--- config.mk ---
export PLATFORM = sky130hd
export DESIGN_NAME = parity_frame_rx
export DESIGN_NICKNAME = d
export VERILOG_FILES = /design/src/rtl/parity_rx_pkg.sv /design/src/rtl/rx_sync.sv /design/src/rtl/parity_frame_rx.sv
export SDC_FILE = /design/constraint.sdc
export NUM_CORES = 1
export LEC_CHECK = 0
export CAP_MARGIN = 15
export CORE_MARGIN = 1
export CORE_UTILIZATION = 59
export DETAILED_ROUTE_END_ITERATION = 12
export PLACE_DENSITY_LB_ADDON = 0.1
export SLEW_MARGIN = 20
export SYNTH_ARGS = -nofsm -noshare
export SYNTH_HDL_FRONTEND = slang
export SYNTH_SLANG_ARGS = --single-unit
--- constraint.sdc ---
create_clock -name clk -period 5.5 [get_ports clk]
set_input_delay 1.1 -clock clk [delete_from_list [all_inputs] [get_ports clk]]
set_output_delay 1.1 -clock clk [all_outputs]
set_load 0.01 [all_outputs]
--- src/rtl/parity_rx_pkg.sv ---
// parity_rx_pkg: shared state encoding and frame constants for parity_frame_rx
package parity_rx_pkg;
    typedef enum logic [2:0] {IDLE, START, DATA, PARITY, STOP, WAIT_HIGH} state_t;
    localparam int DATA_W = 8;
    localparam logic [3:0] START_IDX  = 4'd0;
    localparam logic [3:0] PARITY_IDX = 4'd9;
    localparam logic [3:0] STOP_IDX   = 4'd10;
endpackage

--- src/rtl/rx_sync.sv ---
// rx_sync: two-flop synchronizer with a configurable reset value
module rx_sync #(
    parameter logic RST_VAL = 1'b1
) (
    input  logic clk,
    input  logic rst_n,
    input  logic d,
    output logic q
);
    logic m;
    always_ff @(posedge clk or negedge rst_n)
        if (!rst_n) {q, m} <= {RST_VAL, RST_VAL};
        else        {q, m} <= {m, d};
endmodule

--- src/rtl/parity_frame_rx.sv ---
// parity_frame_rx: 8-bit data + parity serial frame receiver; RX_GLITCH_FILTER_EN adds 2-of-3 majority sampling
module parity_frame_rx
    import parity_rx_pkg::*;
#(
    parameter int CLKS_PER_BIT = 16
) (
    input  logic              clk,
    input  logic              rst_n,
    input  logic              rx_serial,
    output logic [DATA_W-1:0] data_out,
    output logic              parity_out,
    output logic              frame_valid,
    output logic              frame_error,
    output logic              busy
);
    localparam int CW = $clog2(CLKS_PER_BIT);
    state_t state, state_n;
    logic rxs, smp, tick, valid_n, err_n, par;
    logic [CW-1:0] cnt;
    logic [3:0] bit_idx;
    logic [DATA_W-1:0] sh;
    rx_sync #(.RST_VAL(1'b1)) u_sync (.clk(clk), .rst_n(rst_n), .d(rx_serial), .q(rxs));
`ifdef RX_GLITCH_FILTER_EN
    localparam int OFF = 1;
    logic [1:0] hist;
    always_ff @(posedge clk or negedge rst_n)
        if (!rst_n) hist <= 2'b11;
        else        hist <= {hist[0], rxs};
    // decision one cycle after the sample point: rxs=+1, hist[0]=0, hist[1]=-1
    assign smp = (rxs & hist[0]) | (rxs & hist[1]) | (hist[0] & hist[1]);
`else
    localparam int OFF = 0;
    assign smp = rxs;
`endif
    localparam logic [CW-1:0] FIRST = CW'(CLKS_PER_BIT / 2 - 1 + OFF);
    localparam logic [CW-1:0] LAST  = CW'(CLKS_PER_BIT - 1);
    assign tick = (state == START) ? (cnt == FIRST) : (cnt == LAST);
    assign busy = !(state == IDLE || state == WAIT_HIGH);
    always_ff @(posedge clk or negedge rst_n)
        if (!rst_n) state <= IDLE;
        else        state <= state_n;
    always_comb begin
        state_n = state;
        valid_n = 1'b0;
        err_n   = 1'b0;
        case (state)
            IDLE:      state_n = rxs ? IDLE : START;
            START:     if (tick) state_n = smp ? IDLE : DATA;
            DATA:      if (tick && bit_idx == PARITY_IDX - 4'd1) state_n = PARITY;
            PARITY:    if (tick) state_n = STOP;
            STOP: if (tick && bit_idx == STOP_IDX) begin
                state_n = smp ? IDLE : WAIT_HIGH;
                valid_n = smp;
                err_n   = !smp;
            end
            WAIT_HIGH: state_n = rxs ? IDLE : WAIT_HIGH;
            default:   state_n = IDLE;
        endcase
    end
    always_ff @(posedge clk or negedge rst_n)
        if (!rst_n) begin
            cnt         <= '0;
            bit_idx     <= '0;
            sh          <= '0;
            par         <= 1'b0;
            data_out    <= '0;
            parity_out  <= 1'b0;
            frame_valid <= 1'b0;
            frame_error <= 1'b0;
        end else begin
            cnt         <= (!busy || tick) ? '0 : cnt + 1'b1;
            bit_idx     <= (state == IDLE) ? START_IDX : tick ? bit_idx + 4'd1 : bit_idx;
            sh          <= (state == DATA && tick) ? {smp, sh[DATA_W-1:1]} : sh;
            par         <= (state == PARITY && tick) ? smp : par;
            data_out    <= valid_n ? sh : data_out;
            parity_out  <= valid_n ? par : parity_out;
            frame_valid <= valid_n;
            frame_error <= err_n;
        end
endmodule

==> results.py, run 1 <==
metrics = {
    "synth": {
        "synth_top_family_by_area": "multiplexers",
        "yosys.area_share.simple_pct": 13.05,
        "synth.largest_area_cell": "dfrtp_1",
        "syn_area_per_cell_um2": 13.07,
        "ys_seq_elements": 33,
        "syn_inst": 113,
        "synth_nets": 120,
        "synth_mux_area_share_pct": 17.37,
        "synth_xor_xnor_area_share_pct": 2.373,
        "yosysTopAreaCellShare_pct": 52.54,
        "synth_adder_area_share_pct": 3.390,
        "ys_warn_count": 0,
        "ys_top_cells_by_area": "dfrtp_1 53%, mux2_4 9.2%, mux2_2 6.9%",
        "syn_area_um2": 1476,
        "synth_compound_area_share_pct": 4.746,
        "yosysUniqueCellTypes": 32,
        "yosysSeqAreaShare_pct": 56.10,
    },
    "timing": {
        "worstMarginPinSlew_ps": 638.9,
        "finalMaxSlewViolations": 0,
        "max_freq_mhz": 337.2,
        "fin_hold_ws_ps": 362.2,
        "finalCritPeriodShare_pct": 53.92,
        "slew-limit-headroom_pct": 57.08,
        "setup_violations": 0,
        "setup-tns-final_ps": 0,
        "finalCriticalPeriod_ps": 2965,
        "rsz0062_at_grt": "no",
        "hold_viol": 0,
        "finalClockSkew_ps": 10.08,
    },
    "place": {
        "place_congestion": 0.7599,
        "dp_cells": 153,
        "port_buffers": 14,
        "post-dp-hpwl_um": 1746,
    },
    "routing": {
        "ant_nets": 0,
        "routed_wl_um": 2458,
        "first_pass_iters": 4,
        "drt_iter0_drc": 17,
        "vias": 927,
        "drc": 0,
        "drt-vias-per-instance": 5.758,
        "avgRoutedWirePerCell_um": 15.27,
    },
    "grt": {
        "grt_antenna_before_repair": 0,
        "track_usage_pct": 22.22,
        "grt_max_degree": 34,
        "overflow": 0,
        "grt_pass1_vias": 909,
        "grt_pass1_wl_um": 4071,
    },
    "clocking": {
        "cts_resized": 0,
        "numCtsBuffers": 5,
        "cts.sinks": 33,
        "cts_tree": "done",
        "clk_pin_slew_ps": 100,
        "insertion_delay_ps": 330,
        "cts_buffer_depth": 2,
        "holdBufCountCts": 0,
        "htree_levels": 2,
        "root_buffer": "clkbuf_4",
        "post_cts_buffers": 0,
    },
    "worst_hold_path": {
        "hold_class": "reg -> reg",
    },
    "floorplan": {
        "chipWidth_um": 52.03,
        "core_um2": 2276,
        "die_h_um": 52.03,
        "io_pins": 15,
        "dieArea_um2": 2707,
        "rows": 17,
        "initial_core_util_pct": 64.87,
    },
    "setup_path": {
        "critPathKind": "reg -> out",
        "crit_path_start_kind": "flip-flop",
        "cp_max_fo": 9,
        "endpoint_kind": "output pin",
        "worst-endpoint-required_ps": 4400,
        "worstPathArrival_ps": 1870,
    },
    "run_status": {
        "status": "completed",
    },
    "final_layout": {
        "finalNetCount": 139,
        "instances_no_fill": 161,
        "area_delta_synth_final_pct": 16.19,
        "antenna_cells": 0,
        "drive_above_1_share_pct": 22.56,
    },
    "power": {
        "leakagePower_nw": 0.8120,
        "ir_worst_vdd_mv": 0.3508,
        "power_density_nw_per_um2": 354.0,
    },
    "run": {
        "drv_cap": 0,
    },
}
stage by stage:
step                      area (µm²)  util (%)  total power (W)  setup slack (ps)
after floorplan                 1476         -        0.0003881              3386
after global placement          1630     71.63        0.0004144              2943
after detailed placement        1630     71.63        0.0004243              2911
after CTS                       1715     75.37        0.0006115              2535
after global routing            1715     75.37        0.0006453              2479
final                           1715     75.37        0.0006073              2535
logic make-up (layout without fill, tap and decap cells):
logic type,Yosys count,after routing
and+or+nand+nor,35,35
DFF,33,33
muxes,20,20
AOI/OAI and AO/OA,10,10
buffers and inverters,7,27
adders and majority gates,4,4
xor gates and xnor gates,4,4
metal layers:
metal / part of all wire [%] / track usage (%)
met1: 42 / 24.90
met2: 52 / 36.75
met3: 5.0 / 9.649
met4: 0.57 / 9.009
met5: 0 / 0
synthesized netlist by cell type, drive strengths merged:
library cell and number:
xor2 3, a211o 2, mux2i 2, and3 3
a211oi 1, xnor2 1, a41oi 2, nor2b 4
ha 4, or3 1, nor3 2, nor3b 2
clkbuf 1, nand4 1, nand2 4, a21oi 1
nor2 10, o21a 1, buf 2, nand3 4
inv 4, nand3b 1, mux2 18, and2 1
o21ai 3, and4 2, dfrtp 31, dfstp 2
cell usage in the layout (no fill, tap or decap), drive strengths merged, types with 2 or more instances in the layout:
master         instances
a211o                  2
a41oi                  2
and3                   3
and4                   2
clkbuf                 7
clkdlybuf4s50         14
dfrtp                 31
dfstp                  2
ha                     4
inv                    4
mux2                  18
mux2i                  2
nand2                  4
nand3                  4
nor2                  10
nor2b                  4
nor3                   2
nor3b                  2
o21ai                  3
xor2                   3
worst max-delay path: stages (launching register included):
cell,delay [ps]
dfrtp_1,490
nor2b_1,190
or3_1,370
clkdlybuf4s50_1,500
cell type report:
cell class              count  area [µm²]
well taps                  28       35.03
inverters                   4       15.01
clock inverters             1       30.03
repair buffers             15       147.6
fillers                   155       560.5
flip-flops and latches     33       828.3
clock buffers               7       55.05
multi-input cells          73       604.3
path summary, 6_finish.rpt:
| path | from | end | slack, ps | depth (start not counted) |
|---|---|---|---|---|
| max in group asynchronous | rst_n | u_sync.q | 4030 | 2 |
| worst min-delay path | u_sync.m | u_sync.q | 360 | 0 |
| worst min register to register | u_sync.m | u_sync.q | 360 | 0 |
| min in group asynchronous | rst_n | data_out[0] | 1150 | 2 |
| worst max register to register | cnt[0] | data_out[7] | 3510 | 5 |
| worst max-delay path | state[2] | busy | 2530 | 3 |
sequential cells by signal, summed over array words and instances, names as in the netlist:
| name | cells |
|---|---|
| parity_out | 1 |
| cnt | 4 |
| u_sync.m | 1 |
| u_sync.q | 1 |
| state | 3 |
| frame_error | 1 |
| sh | 8 |
| data_out | 8 |
| bit_idx | 4 |
| par | 1 |
| frame_valid | 1 |
report_power, final:
| part | switching, W | internal [W] | leakage (nW) | total, W |
|---|---|---|---|---|
| Clock | 0.0000788 | 0.000109 | 0.0455 | 0.000187 |
| Sequential | 0.0000392 | 0.000270 | 0.442 | 0.000309 |
| Combinational | 0.0000580 | 0.0000528 | 0.324 | 0.000111 |
No activity file was read; power rests on OpenSTA's default activity.
==> inputs of run 2 (changes only) <==
- CORE_UTILIZATION: 59 -> 49
- clock period: 5.5 -> 2.45 ns (I/O delays scaled with it)
==> run 2 against run 1 <==
Effect of this change:
- non-clock buffer count up 1
- worst hold slack better by 5.1 ps
- first-iteration DRC count unchanged
- global-route usage down 5.9 points
- utilization down 15 points
- highest routed layer unchanged
==> results.py, run 2 (synthesis results as in run 1) <==
metrics = {
    "setup_path": {
        "crit_slowest_cell": "clkdlybuf4s50_1",
        "worst-endpoint-required_ps": 1960,
        "rrSetupSlack_ps": 490,
        "cpPeakStageDelay_ps": 490,
        "endpoint_kind": "output pin",
        "worstRegToRegCells": 5,
        "cp_cell_sequence": "nor2b_1 -> or3_1 -> clkdlybuf4s50_1",
        "crit_family": "simple AND/OR/NAND/NOR gates",
        "worstPathArrival_ps": 1850,
        "critPathKind": "reg -> out",
        "crit_path_start_kind": "flip-flop",
        "cp_max_fo": 9,
        "crit_buf_inv": 1,
        "crit_cells": 3,
    },
    "routing": {
        "vias": 896,
        "routed_wl_um": 2203,
        "first_pass_iters": 4,
        "ant_nets": 0,
        "avgRoutedWirePerCell_um": 13.35,
        "drt-vias-per-instance": 5.430,
        "drc": 0,
        "drt_iter0_drc": 17,
    },
    "place": {
        "place_congestion": 0.7179,
        "post-dp-hpwl_um": 1561,
        "post-place-ws_ps": 482.9,
        "port_buffers": 14,
    },
    "power": {
        "ir_worst_vdd_mv": 0.5326,
        "seq_power_share_pct": 57.1,
        "intPower_w": 0.0008361,
        "p_sw_w": 0.0003785,
        "combPwrFrac_pct": 20.0,
        "p_clk_share_pct": 22.9,
        "leakagePower_nw": 0.8040,
        "p_sw_share_pct": 31.16,
        "power_density_nw_per_um2": 717.4,
    },
    "timing": {
        "finalClockSkew_ps": 9.073,
        "worstMarginPinSlew_ps": 608.2,
        "setup_violations": 0,
        "max_freq_mhz": 427.8,
        "hold_viol": 0,
        "setup-tns-final_ps": 0,
        "rsz0062_at_grt": "no",
        "fin_ws_ps": 112.5,
        "slew-limit-headroom_pct": 59.14,
        "finalMaxSlewViolations": 0,
        "finalCriticalPeriod_ps": 2338,
        "finalCritPeriodShare_pct": 95.41,
    },
    "grt": {
        "track_usage_pct": 16.37,
        "grt_pass1_vias": 913,
        "overflow": 0,
        "grt_antenna_before_repair": 0,
        "grt_max_degree": 34,
        "grt_pass1_wl_um": 3946,
    },
    "final_layout": {
        "antenna_cells": 0,
        "area_delta_synth_final_pct": 14.66,
        "drive_above_1_share_pct": 23.13,
        "finalNetCount": 140,
        "final_common_cell": "dfrtp_1",
        "top_regs": "data_out: 8 flops, sh: 8 flops",
        "mostFrequentLayoutCells": "31 x dfrtp_1, 14 x clkdlybuf4s50_1, 10 x nor2_1",
    },
    "run": {
        "drv_cap": 0,
    },
    "clocking": {
        "cts.sinks": 33,
        "htree_levels": 2,
        "numCtsBuffers": 5,
        "holdBufCountCts": 0,
        "cts_buffer_depth": 2,
        "cts_resized": 0,
        "insertion_delay_ps": 330,
        "post_cts_buffers": 0,
        "cts_tree": "done",
        "root_buffer": "clkbuf_4",
        "clk_pin_slew_ps": 90,
    },
    "floorplan": {
        "io_pins": 15,
        "dieArea_um2": 3236,
        "core_um2": 2805,
        "chipWidth_um": 56.89,
        "rows": 19,
        "die_h_um": 56.89,
        "initial_core_util_pct": 52.63,
    },
    "run_status": {
        "status": "completed",
    },
    "worst_hold_path": {
        "hold_depth": 0,
        "hold_class": "reg -> reg",
    },
}
[run 2: changes by cell type in the layout (fill, tap and decap cells not counted)]
cell | previous run | this run
clkbuf_8 | 1 | 0
buf_4 | 1 | 2
bufinv_16 | 1 | 0
clkinv_2 | 0 | 2
[run 2: power by group through the flow]
stage	Clock [W]	Combinational, W	Sequential, W
global placement	0	0.000238	0.000701
detailed placement	0	0.000246	0.000704
global route	0.000318	0.000286	0.000705
CTS	0.000295	0.000249	0.000694
finish	0.000279	0.000242	0.000694
floorplan	0	0.000203	0.000669
[run 2: layer usage]
metal	vias to the layer above	wire (µm)	track usage [%]
met5	-	0	0
met4	0	29	6.272
met3	5	103	6.452
met2	15	1092	26.39
met1	440	978	19.64
li1	436	-	-
[run 2: worst register-to-register path, delay by kind of cell, from the launching register on]
kind | cells | cell delay, ps
adders and majority gates | 1 | 280
muxes | 1 | 320
DFF | 1 | 380
and+or+nand+nor | 3 | 860
[run 2: layout make-up]
class	count	area [µm²]
sequential	33	828.3
tap	31	38.79
fill	231	1112
multi-input combinational	73	604.3
timing repair buffer	16	155.1
clock inverter	2	10.01
inverter	4	15.01
clock buffer	6	41.29
[run 2: path summary, 6_finish.rpt]
| kind | end | from |
|---|---|---|
| setup / recovery | busy | state[2] |
| hold / removal | u_sync.q | u_sync.m |
| setup reg to reg | data_out[1] | cnt[0] |
| hold reg to reg | u_sync.q | u_sync.m |
| max in group asynchronous | u_sync.q | rst_n |
| min in group asynchronous | sh[2] | rst_n |
[run 2: per-stage QoR]
stage / cells / utilization, % / cell area (µm²) / power, W / hold slack [ps]
3_3_place_gp: 157 / 58.52 / 1642 / 0.0009391 / 346.4
5_1_grt: 165 / 60.35 / 1693 / 0.001309 / 375.6
3_5_place_dp: 157 / 58.52 / 1642 / 0.0009496 / 355.3
2_1_floorplan: 113 / - / 1476 / 0.0008711 / 194.4
4_1_cts: 165 / 60.35 / 1693 / 0.001239 / 369.5
6_report: 165 / 60.35 / 1693 / 0.001215 / 367.4
